==> src/rtl/cpu_pkg.sv <==
// Shared constants for the datapath and the microprogrammed control unit:
// control-word bit positions, flag positions, opcodes and internal op/state enums.
package cpu_pkg;

  localparam int C_MBR_LD_MEM = 3;
  localparam int C_IR_LD      = 4;
  localparam int C_MAR_LD_MBR = 5;
  localparam int C_PC_INC     = 6;
  localparam int C_BR_LD      = 7;
  localparam int C_ACC_CLR    = 8;
  localparam int C_ACC_ADD    = 9;
  localparam int C_MAR_LD_PC  = 10;
  localparam int C_MEM_WE     = 11;
  localparam int C_MBR_LD_ACC = 12;
  localparam int C_ACC_SUB    = 13;
  localparam int C_PC_LD_MBR  = 14;
  localparam int C_ACC_MUL    = 15;
  localparam int C_ACC_DIV    = 16;
  localparam int C_ACC_SHL    = 17;
  localparam int C_ACC_SHR    = 18;
  localparam int C_ACC_AND    = 19;
  localparam int C_ACC_OR     = 20;
  localparam int C_ACC_NOT    = 21;

  localparam int FLAG_SF = 0;
  localparam int FLAG_OF = 1;
  localparam int FLAG_CF = 2;
  localparam int FLAG_ZF = 3;

  localparam logic [7:0] OP_LOAD   = 8'h02;
  localparam logic [7:0] OP_ADD    = 8'h03;
  localparam logic [7:0] OP_JMPGEZ = 8'h05;
  localparam logic [7:0] OP_HALT   = 8'h07;
  localparam logic [7:0] OP_AND    = 8'h0A;
  localparam logic [7:0] OP_OR     = 8'h0B;
  localparam logic [7:0] OP_SHIFTR = 8'h0D;
  localparam logic [7:0] OP_SHIFTL = 8'h0E;

  typedef enum logic [1:0] {DIV_IDLE, DIV_RUN, DIV_ZERO} div_state_e;

  typedef enum logic [3:0] {
    ALU_NONE, ALU_CLR, ALU_ADD, ALU_SUB, ALU_MUL, ALU_DIV,
    ALU_SHL, ALU_SHR, ALU_AND, ALU_OR, ALU_NOT
  } alu_op_e;

  function automatic logic [3:0] pack_flags(input logic zf, input logic cf,
                                            input logic of, input logic sf);
    logic [3:0] f;
    f = '0;
    f[FLAG_ZF] = zf;
    f[FLAG_CF] = cf;
    f[FLAG_OF] = of;
    f[FLAG_SF] = sf;
    return f;
  endfunction

endpackage

==> src/rtl/cpu_datapath_seq_divider.sv <==
// Unsigned restoring divider: one quotient bit per cycle, DW cycles per divide.
// A zero divisor skips iteration and reports all-ones with div0 for one cycle.
module seq_divider
  import cpu_pkg::*;
#(
  parameter int DW = 16
) (
  input  logic          clk,
  input  logic          rst,
  input  logic          start,
  input  logic [DW-1:0] dividend,
  input  logic [DW-1:0] divisor,
  output logic          busy,
  output logic          done,
  output logic          div0,
  output logic [DW-1:0] quotient
);

  localparam int CW = $clog2(DW);

  div_state_e    state, state_nxt;
  logic [DW-1:0] rem_q, quo_q, dsr_q;
  logic [DW-1:0] rem_nxt, quo_nxt;
  logic [CW-1:0] cnt_q;
  logic [DW:0]   rem_sh, diff;

  // quo_q doubles as the dividend shift register; quotient bits enter at the bottom
  always_comb begin
    rem_sh = {rem_q, quo_q[DW-1]};
    diff   = rem_sh - {1'b0, dsr_q};
    if (!diff[DW]) begin
      rem_nxt = diff[DW-1:0];
      quo_nxt = {quo_q[DW-2:0], 1'b1};
    end else begin
      rem_nxt = rem_sh[DW-1:0];
      quo_nxt = {quo_q[DW-2:0], 1'b0};
    end
  end

  always_comb begin
    state_nxt = state;
    busy      = 1'b0;
    done      = 1'b0;
    div0      = 1'b0;
    quotient  = quo_nxt;
    case (state)
      DIV_IDLE: if (start) state_nxt = (divisor == '0) ? DIV_ZERO : DIV_RUN;
      DIV_RUN: begin
        busy = 1'b1;
        if (cnt_q == CW'(DW - 1)) begin
          done      = 1'b1;
          state_nxt = DIV_IDLE;
        end
      end
      DIV_ZERO: begin
        busy      = 1'b1;
        done      = 1'b1;
        div0      = 1'b1;
        quotient  = '1;
        state_nxt = DIV_IDLE;
      end
      default: state_nxt = DIV_IDLE;
    endcase
  end

  always_ff @(posedge clk or posedge rst) begin
    if (rst) begin
      state <= DIV_IDLE;
      rem_q <= '0;
      quo_q <= '0;
      dsr_q <= '0;
      cnt_q <= '0;
    end else begin
      state <= state_nxt;
      if (state == DIV_IDLE && start) begin
        rem_q <= '0;
        quo_q <= dividend;
        dsr_q <= divisor;
        cnt_q <= '0;
      end else if (state == DIV_RUN) begin
        rem_q <= rem_nxt;
        quo_q <= quo_nxt;
        cnt_q <= cnt_q + CW'(1);
      end
    end
  end

endmodule

==> src/rtl/cpu_datapath.sv <==
// Register-transfer datapath driven by the CU control word: PC/MAR/MBR/IR/BR/ACC,
// the ALU with registered flags, and the iterative divider.
module cpu_datapath
  import cpu_pkg::*;
#(
  parameter int DW  = 16,
  parameter int OPW = 8,
  parameter int AW  = 8
) (
  input  logic            clk,
  input  logic            rst,
  input  logic [31:0]     ctrl,
  input  logic [DW-1:0]   mem_rdata,
  output logic [AW-1:0]   mem_addr,
  output logic            mem_rd,
  output logic            mem_we,
  output logic [DW-1:0]   mem_wdata,
  output logic [OPW-1:0]  ir_out,
  output logic [3:0]      alu_flags,
  output logic [DW-1:0]   acc_out,
  output logic [AW-1:0]   pc_out,
  output logic            busy,
  output logic            ctl_err
);

  localparam int SW = $clog2(DW);

  logic [AW-1:0]   pc, mar;
  logic [DW-1:0]   mbr, br, acc;
  logic [OPW-1:0]  ir;
  logic [3:0]      flags;
  logic            err_q;

  logic [9:0]      alu_vec;
  logic            alu_any, alu_multi, err_now;
  alu_op_e         alu_op;
  logic [DW-1:0]   alu_res;
  logic            alu_cf, alu_of, alu_we;
  logic [DW:0]     sum_ext, dif_ext, shl_ext, shr_ext;
  logic [2*DW-1:0] prod;
  logic            shift_big;

  logic            div_start, div_done, div_zero;
  logic [DW-1:0]   div_q;
  logic            unused_ctrl;

  assign unused_ctrl = ^{ctrl[31:22], ctrl[2:0]};

  assign mem_addr  = mar;
  assign mem_rd    = ctrl[C_MBR_LD_MEM];
  assign mem_we    = ctrl[C_MEM_WE] & ~busy;
  assign mem_wdata = mbr;
  assign ir_out    = ir;
  assign alu_flags = flags;
  assign acc_out   = acc;
  assign pc_out    = pc;
  assign ctl_err   = err_q;

  assign alu_vec = {ctrl[C_ACC_NOT], ctrl[C_ACC_OR], ctrl[C_ACC_AND], ctrl[C_ACC_SHR],
                    ctrl[C_ACC_SHL], ctrl[C_ACC_DIV], ctrl[C_ACC_MUL], ctrl[C_ACC_SUB],
                    ctrl[C_ACC_ADD], ctrl[C_ACC_CLR]};
  assign alu_any   = |alu_vec;
  assign alu_multi = |(alu_vec & (alu_vec - 10'd1));

  assign err_now = (ctrl[C_MBR_LD_MEM] & ctrl[C_MBR_LD_ACC])
                 | (ctrl[C_MAR_LD_MBR] & ctrl[C_MAR_LD_PC])
                 | (ctrl[C_PC_INC] & ctrl[C_PC_LD_MBR])
                 | alu_multi
                 | (busy & (alu_any | ctrl[C_MEM_WE]));

  // The lowest set ALU bit selects the op; the whole group is frozen while dividing
  always_comb begin
    alu_op = ALU_NONE;
    if (!busy) begin
      if      (ctrl[C_ACC_CLR]) alu_op = ALU_CLR;
      else if (ctrl[C_ACC_ADD]) alu_op = ALU_ADD;
      else if (ctrl[C_ACC_SUB]) alu_op = ALU_SUB;
      else if (ctrl[C_ACC_MUL]) alu_op = ALU_MUL;
      else if (ctrl[C_ACC_DIV]) alu_op = ALU_DIV;
      else if (ctrl[C_ACC_SHL]) alu_op = ALU_SHL;
      else if (ctrl[C_ACC_SHR]) alu_op = ALU_SHR;
      else if (ctrl[C_ACC_AND]) alu_op = ALU_AND;
      else if (ctrl[C_ACC_OR])  alu_op = ALU_OR;
      else if (ctrl[C_ACC_NOT]) alu_op = ALU_NOT;
    end
  end

  assign div_start = (alu_op == ALU_DIV);

  // The extra top/bottom bit of each shift catches the last bit shifted out
  assign sum_ext   = {1'b0, acc} + {1'b0, br};
  assign dif_ext   = {1'b0, acc} - {1'b0, br};
  assign prod      = acc * br;
  assign shift_big = |br[DW-1:SW];
  assign shl_ext   = {1'b0, acc} << br[SW-1:0];
  assign shr_ext   = {acc, 1'b0} >> br[SW-1:0];

  always_comb begin
    alu_res = acc;
    alu_cf  = 1'b0;
    alu_of  = 1'b0;
    alu_we  = 1'b1;
    case (alu_op)
      ALU_CLR: alu_res = '0;
      ALU_ADD: begin
        alu_res = sum_ext[DW-1:0];
        alu_cf  = sum_ext[DW];
        alu_of  = (acc[DW-1] == br[DW-1]) && (sum_ext[DW-1] != acc[DW-1]);
      end
      ALU_SUB: begin
        alu_res = dif_ext[DW-1:0];
        alu_cf  = dif_ext[DW];
        alu_of  = (acc[DW-1] != br[DW-1]) && (dif_ext[DW-1] != acc[DW-1]);
      end
      ALU_MUL: begin
        alu_res = prod[DW-1:0];
        alu_cf  = |prod[2*DW-1:DW];
        alu_of  = |prod[2*DW-1:DW];
      end
      ALU_SHL: begin
        alu_res = shift_big ? '0 : shl_ext[DW-1:0];
        alu_cf  = shift_big ? 1'b0 : shl_ext[DW];
      end
      ALU_SHR: begin
        alu_res = shift_big ? '0 : shr_ext[DW:1];
        alu_cf  = shift_big ? 1'b0 : shr_ext[0];
      end
      ALU_AND: alu_res = acc & br;
      ALU_OR:  alu_res = acc | br;
      ALU_NOT: alu_res = ~br;
      default: alu_we  = 1'b0;
    endcase
  end

  seq_divider #(.DW(DW)) u_div (
    .clk      (clk),
    .rst      (rst),
    .start    (div_start),
    .dividend (acc),
    .divisor  (br),
    .busy     (busy),
    .done     (div_done),
    .div0     (div_zero),
    .quotient (div_q)
  );

  // Priority within each target register resolves the conflicting-transfer cases
  always_ff @(posedge clk or posedge rst) begin
    if (rst) begin
      pc    <= '0;
      mar   <= '0;
      mbr   <= '0;
      ir    <= '0;
      br    <= '0;
      err_q <= 1'b0;
    end else begin
      if (ctrl[C_MBR_LD_MEM])      mbr <= mem_rdata;
      else if (ctrl[C_MBR_LD_ACC]) mbr <= acc;
      if (ctrl[C_IR_LD])           ir  <= mbr[DW-1:DW-OPW];
      if (ctrl[C_MAR_LD_PC])       mar <= pc;
      else if (ctrl[C_MAR_LD_MBR]) mar <= mbr[AW-1:0];
      if (ctrl[C_PC_LD_MBR])       pc  <= mbr[AW-1:0];
      else if (ctrl[C_PC_INC])     pc  <= pc + AW'(1);
      if (ctrl[C_BR_LD])           br  <= mbr;
      err_q <= err_q | err_now;
    end
  end

  always_ff @(posedge clk or posedge rst) begin
    if (rst) begin
      acc   <= '0;
      flags <= '0;
    end else if (div_done) begin
      acc   <= div_q;
      flags <= pack_flags(div_q == '0, 1'b0, div_zero, div_q[DW-1]);
    end else if (alu_we) begin
      acc   <= alu_res;
      flags <= pack_flags(alu_res == '0, alu_cf, alu_of, alu_res[DW-1]);
    end
  end

endmodule

==> config.mk <==
export PLATFORM = sky130hd
export DESIGN_NAME = cpu_datapath
export DESIGN_NICKNAME = d
export VERILOG_FILES = /design/src/rtl/cpu_pkg.sv /design/src/rtl/cpu_datapath_seq_divider.sv /design/src/rtl/cpu_datapath.sv
export SDC_FILE = /design/constraint.sdc
export NUM_CORES = 1
export LEC_CHECK = 0
export BUFFER_PORTS_ARGS = -buffer_cell sky130_fd_sc_hd__buf_2
export CORE_MARGIN = 4
export CORE_UTILIZATION = 25
export DETAILED_ROUTE_END_ITERATION = 12
export SYNTH_ARGS = -nofsm -noshare
export SYNTH_HDL_FRONTEND = slang
export SYNTH_HIERARCHICAL = 1
export SYNTH_SLANG_ARGS = --single-unit
==> constraint.sdc <==
create_clock -name clk -period 17.5 [get_ports clk]
set_input_delay 1.75 -clock clk [delete_from_list [all_inputs] [get_ports clk]]
set_output_delay 1.75 -clock clk [all_outputs]
set_load 0.05 [all_outputs]
==> results of run 1 <==
-- tightest hold or removal path: stages (launching register included) --
cell and delay, ns:
sky130_fd_sc_hd__dfrtp_1 0.35, sky130_fd_sc_hd__nand2_1 0.05, sky130_fd_sc_hd__nand2_1 0.05
-- cells in the mapped netlist (8+ instances only) --
cell / count / area, um2
sky130_fd_sc_hd__a2111oi_0: 12 / 105
sky130_fd_sc_hd__a211oi_1: 23 / 173
sky130_fd_sc_hd__a21o_1: 15 / 113
sky130_fd_sc_hd__a21oi_1: 83 / 415
sky130_fd_sc_hd__a221oi_1: 8 / 70.1
sky130_fd_sc_hd__a22oi_1: 12 / 90.1
sky130_fd_sc_hd__a31oi_1: 13 / 81.3
sky130_fd_sc_hd__and3_1: 8 / 50.1
sky130_fd_sc_hd__buf_1: 19 / 71.3
sky130_fd_sc_hd__clkbuf_1: 111 / 417
sky130_fd_sc_hd__clkinv_1: 15 / 56.3
sky130_fd_sc_hd__dfrtp_1: 130 / 3250
sky130_fd_sc_hd__fa_1: 197 / 3940
sky130_fd_sc_hd__ha_1: 174 / 2180
sky130_fd_sc_hd__inv_1: 282 / 1060
sky130_fd_sc_hd__mux2_2: 12 / 135
sky130_fd_sc_hd__mux2i_1: 83 / 831
sky130_fd_sc_hd__mux4_2: 14 / 315
sky130_fd_sc_hd__nand2_1: 312 / 1170
sky130_fd_sc_hd__nand2b_1: 21 / 131
sky130_fd_sc_hd__nand3_1: 39 / 195
sky130_fd_sc_hd__nand3b_1: 8 / 60.1
sky130_fd_sc_hd__nand4_1: 21 / 131
sky130_fd_sc_hd__nor2_1: 206 / 773
sky130_fd_sc_hd__nor2b_1: 13 / 81.3
sky130_fd_sc_hd__nor3_1: 30 / 150
sky130_fd_sc_hd__nor4_1: 24 / 150
sky130_fd_sc_hd__o211ai_1: 14 / 105
sky130_fd_sc_hd__o21ai_0: 151 / 756
sky130_fd_sc_hd__o21bai_1: 12 / 90.1
sky130_fd_sc_hd__o221ai_1: 8 / 70.1
sky130_fd_sc_hd__o22ai_1: 23 / 144
sky130_fd_sc_hd__o311ai_0: 9 / 78.8
sky130_fd_sc_hd__o31ai_1: 11 / 82.6
sky130_fd_sc_hd__o32ai_1: 8 / 70.1
sky130_fd_sc_hd__or2_2: 20 / 125
sky130_fd_sc_hd__or3_1: 8 / 50.1
sky130_fd_sc_hd__or4_1: 10 / 75.1
sky130_fd_sc_hd__xnor2_1: 26 / 228
sky130_fd_sc_hd__xor2_1: 28 / 245
-- layout make-up --
type                            count  area share [%]
Antenna cell                        1          0.0116
Clock buffer                       18            1.99
Clock inverter                     14           0.605
Inverter                          299            5.22
Multi-Input combinational cell   1757            67.1
Sequential cell                   130            15.1
Tap cell                         1030            5.99
Timing Repair Buffer              146            3.93
-- registers in the layout, summed over array words and instances (netlist names), 2 cells and up --
signal,cells
alu_flags,4
ir_out,8
u_div/rem_q,16
mem_addr,8
u_div/cnt_q,4
u_div/state,2
acc_out,15
u_div/quo_q,16
mem_wdata,16
u_div/dsr_q,16
br,16
pc_out,8
-- stage by stage --
| step | instances | hold slack, ns | utilization, % | instance area (um2) |
|---|---|---|---|---|
| floorplan | 2328 | 0.450 | - | 19400 |
| global route | 3394 | 0.525 | 28.2 | 21500 |
| finish | 3395 | 0.495 | 28.2 | 21500 |
| detailed placement | 3362 | 0.472 | 27.5 | 21000 |
| global placement | 3362 | 0.470 | 27.5 | 21000 |
| CTS | 3394 | 0.492 | 28.2 | 21500 |
-- cell families (layout without fill, tap and decap cells) --
family / count (synthesis) / after routing / share of synthesized area (%)
AND/OR/NAND/NOR: 748 / 748 / 17.6
AO/OA/AOI/OAI: 474 / 474 / 16.1
buffers and inverters: 441 / 477 / 8.73
adder cells (fa/ha/maj): 371 / 371 / 31.6
flip-flops: 130 / 130 / 16.8
multiplexers: 109 / 109 / 6.62
XOR/XNOR: 55 / 55 / 2.53
other: 0 / 1 / 0
-- how the worst max path moves through the flow --
stage / start / end / slack, ns / cells after the start
floorplan: br[1] / alu_flags[1] / 9.80 / 25
global placement: acc_out[7] / alu_flags[1] / 8.91 / 23
detailed placement: acc_out[7] / alu_flags[1] / 8.92 / 23
CTS: acc_out[7] / alu_flags[1] / 8.87 / 23
global route: acc_out[3] / alu_flags[1] / 8.36 / 23
finish: acc_out[3] / alu_flags[1] / 8.77 / 23
-- per-layer routing --
metal | wire length (um) | track usage [%] | up-vias
met4 | 3120 | 6.85 | 2
met1 | 31000 | 24.0 | 8866
li1 | - | - | 7944
met2 | 30500 | 26.2 | 889
met3 | 7060 | 4.31 | 180
met5 | 16 | 0 | -
==> results.cfg, run 1 <==
[outcome]
result_of_the_run = completed

[setup_path]
cp.required_ns = 17.77
crit_family = adder cells
worstReg2RegStart = acc_out[3]
path_class = flip-flop to flip-flop
crit_slowest_cell = sky130_fd_sc_hd__o311ai_0
crit_path_frequent_cell = sky130_fd_sc_hd__fa_1
crit_path_cell_trace = buf_4, ha_1, inv_1, fa_1, fa_1, inv_1, ha_1, inv_1, fa_1, fa_1, inv_1, fa_1, ha_1, nand2_1, a211oi_1, o211ai_1, o311ai_0, a21oi_1, and4b_1, nor4_1, nand4_1, nor4_1, a21oi_1
worstPathMaxFanout = 10
end_kind = flip-flop
r2r-end = alu_flags[1]
setup.worst_path.start_class = flip-flop
rrSetupSlack_ns = 8.77
critPathBufInv = 5
ff2ff_path_depth = 23
cp.arrival_ns = 9.00
cpPeakStageDelay_ns = 1.05

[synthesis]
post_synth_inst_count = 2328
dominantRegCellSynth = sky130_fd_sc_hd__dfrtp_1
ys_async_sr_fraction_pct = 100
syn_nets = 2749
netlist-cell-type-count = 87
yosys_warnings = 6
synth.ff_latch_count = 130
synth_enable_flop_cells = 0
ys_seq_area_share_pct = 16.8
syn_area_um2 = 19400
postSynthAreaPerCell_um2 = 8.31

[clocking]
post_cts.repair.setup_buffers = 0
tritoncts_num_sinks = 130
post_cts_resized = 0
clock_latency_ns = 0.45
ctsHtreeMaxLevel = 4
tritoncts = done
ctsLongestPathBuffers = 2
cts_root_buffer = sky130_fd_sc_hd__clkbuf_16
cts-buffers-inserted = 17
postCtsHoldBufs = 0
clkSlewWorstSetupHoldPaths_ns = 0.08

[floorplan]
die_w_um = 286
design.die.area_um2 = 81900
design.core.area_um2 = 76300
floorplan.initialDensity_pct = 25.4
placement_rows = 101
io_pins = 114
die-height_um = 286

[timing]
setup_viol = 0
fin_tns_setup_ns = 0
fin_crit_ns = 8.73
timing_worst_slew_pin_value_ns = 1.20
post-route-period-util_pct = 49.9
timing.final.ws_setup_ns = 8.77
finClkSkew_ns = 0.0285
max_clock_freq_ghz = 0.115
report.final.hold_viol_count = 0
final-max-slew-violation-count = 0
slew_headroom_pct = 19.8
grt_setup_unrepaired = no

[min_path]
whs_endpoint = u_div/dsr_q[0]
worst_hold_path.num_cells = 2
worst_hold_startpoint = u_div/dsr_q[0]
timing.hold.worst.class = flip-flop to flip-flop

[final_layout]
area_used_by_multi_input_combinational_logic_um2 = 14400
finalNetCount = 2772
layout-drive-gt1-share_pct = 10.9
most_used_cells_in_the_layout_excluding_fill_and_tap_cells = sky130_fd_sc_hd__nand2_1, sky130_fd_sc_hd__inv_1, sky130_fd_sc_hd__nor2_1, sky130_fd_sc_hd__fa_1, sky130_fd_sc_hd__ha_1
seq_area_um2 = 3260
area.growth.synth_to_final_pct = 11.2
final.fill_count = 8348
layout_commonest_cell = sky130_fd_sc_hd__nand2_1

[placed_design]
io_buffer_count = 100
place.gp.congestion = 1.01
dp_worst_setup_slack_ns = 8.92
dp_hpwl_um = 53300

[detailed_routing]
drtAntennaViolNets = 0
routed_wl_um = 71700
routed_wire_length_per_instance_um = 21.1
detailedRoute.firstPassIterationCount = 6
drt_iter0_markers = 1692
dr_total_vias = 17900
vias_per_cell = 5.27
remaining_drc_errors = 0

[grt]
initial_antenna_violation_count = 3
grt_use_total_pct = 17.4
grt_max_degree = 77
grt_first_pass_wirelength_um = 110000
grt_overflow = 0
first_global_vias = 17900

[run]
timing.max_cap.violations = 0
Power of run 1 is not shown: default switching activity piles up to over one toggle a cycle in this logic, so the estimate is an artifact.
==> run 2: changes to the inputs <==
--- a/config.mk
+++ b/config.mk
@@ -5,6 +5,7 @@
 export SDC_FILE = /design/constraint.sdc
 export NUM_CORES = 1
 export LEC_CHECK = 0
+export ABC_AREA = 1
 export BUFFER_PORTS_ARGS = -buffer_cell sky130_fd_sc_hd__buf_2
 export CORE_MARGIN = 4
 export CORE_UTILIZATION = 25
==> constraint.sdc (replaced) <==
create_clock -name clk -period 7.8 [get_ports clk]
set_input_delay 0.78 -clock clk [delete_from_list [all_inputs] [get_ports clk]]
set_output_delay 0.78 -clock clk [all_outputs]
set_load 0.05 [all_outputs]
==> results.cfg, run 2 <==
[placed_design]
place.gp.congestion = 1.02
dpl-instance-area_um2 = 22100
io_buffer_count = 100
dp_hpwl_um = 57700

[timing]
final-max-slew-violation-count = 0
report.final.hold_viol_count = 0
max_clock_freq_ghz = 0.139
fin_crit_ns = 7.21
fin_worst_hold_slack_ns = 0.316
timing_worst_slew_pin_value_ns = 1.15
grt_setup_unrepaired = no
finClkSkew_ns = 0.0183
fin_tns_setup_ns = 0
setup_viol = 0
post-route-period-util_pct = 92.5
slew_headroom_pct = 23.5

[floorplan]
die_w_um = 295
placement_rows = 104
die-height_um = 295
floorplan.initialDensity_pct = 25.4
design.core.area_um2 = 80900
io_pins = 114
design.die.area_um2 = 86800

[clocking]
cts_root_buffer = sky130_fd_sc_hd__clkbuf_16
ctsHtreeMaxLevel = 4
cts-buffers-inserted = 17
tritoncts = done
clock_latency_ns = 0.43
post_cts_resized = 0
clkSlewWorstSetupHoldPaths_ns = 0.06
post_cts.repair.setup_buffers = 0
ctsLongestPathBuffers = 2
postCtsHoldBufs = 0
tritoncts_num_sinks = 130

[synthesis]
syn_nets = 3469
synth.ff_latch_count = 130
post-synth-top-area-fraction_pct = 19.2
yosys_warnings = 6
ys_top_cells_by_area = sky130_fd_sc_hd__fa_1, sky130_fd_sc_hd__nand2_1, sky130_fd_sc_hd__dfrtp_1
post_synth_inst_count = 3048
syn_area_um2 = 20500
synth_enable_flop_cells = 0
ys_async_sr_fraction_pct = 100
dominantRegCellSynth = sky130_fd_sc_hd__dfrtp_1
synth_most_common_cell = sky130_fd_sc_hd__nand2_1
postSynthAreaPerCell_um2 = 6.74
netlist-cell-type-count = 55
cell_taking_the_most_area_after_synthesis = sky130_fd_sc_hd__fa_1
synthTopCellsByCount = sky130_fd_sc_hd__nand2_1, sky130_fd_sc_hd__inv_1, sky130_fd_sc_hd__nor2_1
ys_seq_area_share_pct = 15.8

[setup_path]
setup.worst_path.start_class = flip-flop
crit_path_frequent_cell = sky130_fd_sc_hd__fa_1
crit_slowest_cell = sky130_fd_sc_hd__dfrtp_1
cp.required_ns = 8.14
cp.arrival_ns = 7.56
cpPeakStageDelay_ns = 0.99
path_class = flip-flop to flip-flop
worstPathMaxFanout = 16
end_kind = flip-flop

[grt]
first_global_vias = 19000
grt_max_degree = 63
grt_first_pass_wirelength_um = 111000
grt_use_total_pct = 16.4
grt_overflow = 0
initial_antenna_violation_count = 2

[final_layout]
area_used_by_multi_input_combinational_logic_um2 = 14300
most_used_cells_in_the_layout_excluding_fill_and_tap_cells = sky130_fd_sc_hd__nand2_1, sky130_fd_sc_hd__inv_1, sky130_fd_sc_hd__nor2_1, sky130_fd_sc_hd__fa_1, sky130_fd_sc_hd__ha_1
layout-drive-gt1-share_pct = 7.75
area.growth.synth_to_final_pct = 10.1
layout_commonest_cell = sky130_fd_sc_hd__nand2_1
design_area_um2 = 22600
finalNetCount = 3493
final.fill_count = 9024
utilization_after_layout_pct = 27.9
seq_area_um2 = 3250

[min_path]
timing.hold.worst.class = primary input to asynchronous set/reset pin

[detailed_routing]
remaining_drc_errors = 0
drtAntennaViolNets = 0
routed_wl_um = 71700
vias_per_cell = 4.74
drt_iter0_markers = 1789
detailedRoute.firstPassIterationCount = 7
dr_total_vias = 19700
routed_wire_length_per_instance_um = 17.3

[run]
timing.max_cap.violations = 0

[outcome]
result_of_the_run = completed
[run 2: cell count changes after synthesis, moves of 21 or more]
cell,before,now
sky130_fd_sc_hd__nand3_1,39,170
sky130_fd_sc_hd__buf_2,7,35
sky130_fd_sc_hd__nand2b_1,21,0
sky130_fd_sc_hd__a211oi_1,23,1
sky130_fd_sc_hd__nand2_1,312,928
sky130_fd_sc_hd__clkbuf_1,111,69
sky130_fd_sc_hd__o21ai_0,151,127
sky130_fd_sc_hd__inv_1,282,609
sky130_fd_sc_hd__mux2i_1,83,0
[run 2: worst paths after layout]
kind / slack [ns] / to / start / depth (start not counted)
worst max-delay path: 0.59 / alu_flags[3] / acc_out[6] / 25
min in group clk: 0.48 / u_div/dsr_q[4] / u_div/dsr_q[4] / 2
worst min-delay path: 0.32 / mem_addr[1] / rst / 2
worst max register to register: 0.59 / alu_flags[3] / acc_out[6] / 25
worst min register to register: 0.48 / u_div/dsr_q[4] / u_div/dsr_q[4] / 2
max in group asynchronous: 6.31 / br[1] / rst / 3
[run 2: area by class of cell]
class | count | share of cell area, %
Timing Repair Buffer | 140 | 3.54
Sequential cell | 130 | 14.4
Multi-Input combinational cell | 2154 | 63.3
Inverter | 629 | 10.4
Clock inverter | 14 | 0.481
Clock buffer | 18 | 1.94
Tap cell | 1060 | 5.86
Antenna cell | 2 | 0.0221
[run 2: logic make-up after synthesis]
family | after synthesis | synth area share [%]
adder cells (fa/ha/maj) | 371 | 29.8
flip-flops | 130 | 15.8
AND/OR/NAND/NOR | 1404 | 28.4
AO/OA/AOI/OAI | 325 | 9.11
multiplexers | 8 | 0.438
XOR/XNOR | 46 | 1.96
buffers and inverters | 764 | 14.5
[run 2: metal layers]
metal	track usage, %	routed length (um)
met1	22.5	31400
met2	25.9	32300
met3	2.85	5190
met4	6.32	2860
met5	0	19
[run 2: per-stage QoR]
step	setup slack [ns]	instances
floorplan	1.45	3048
global route	0.222	4145
finish	0.585	4147
detailed placement	0.772	4113
CTS	0.750	4145
global placement	0.816	4113
[run 2: critical path: cells and delay by family (launching register included)]
kind,cells,cell delay (ns)
compound gates,3,0.69
buf+inv,5,0.33
fa+ha+maj,8,3.53
flops,1,0.99
xor+xnor,1,0.37
simple gates,8,1.23
Power of run 2 is left out for the same reason.
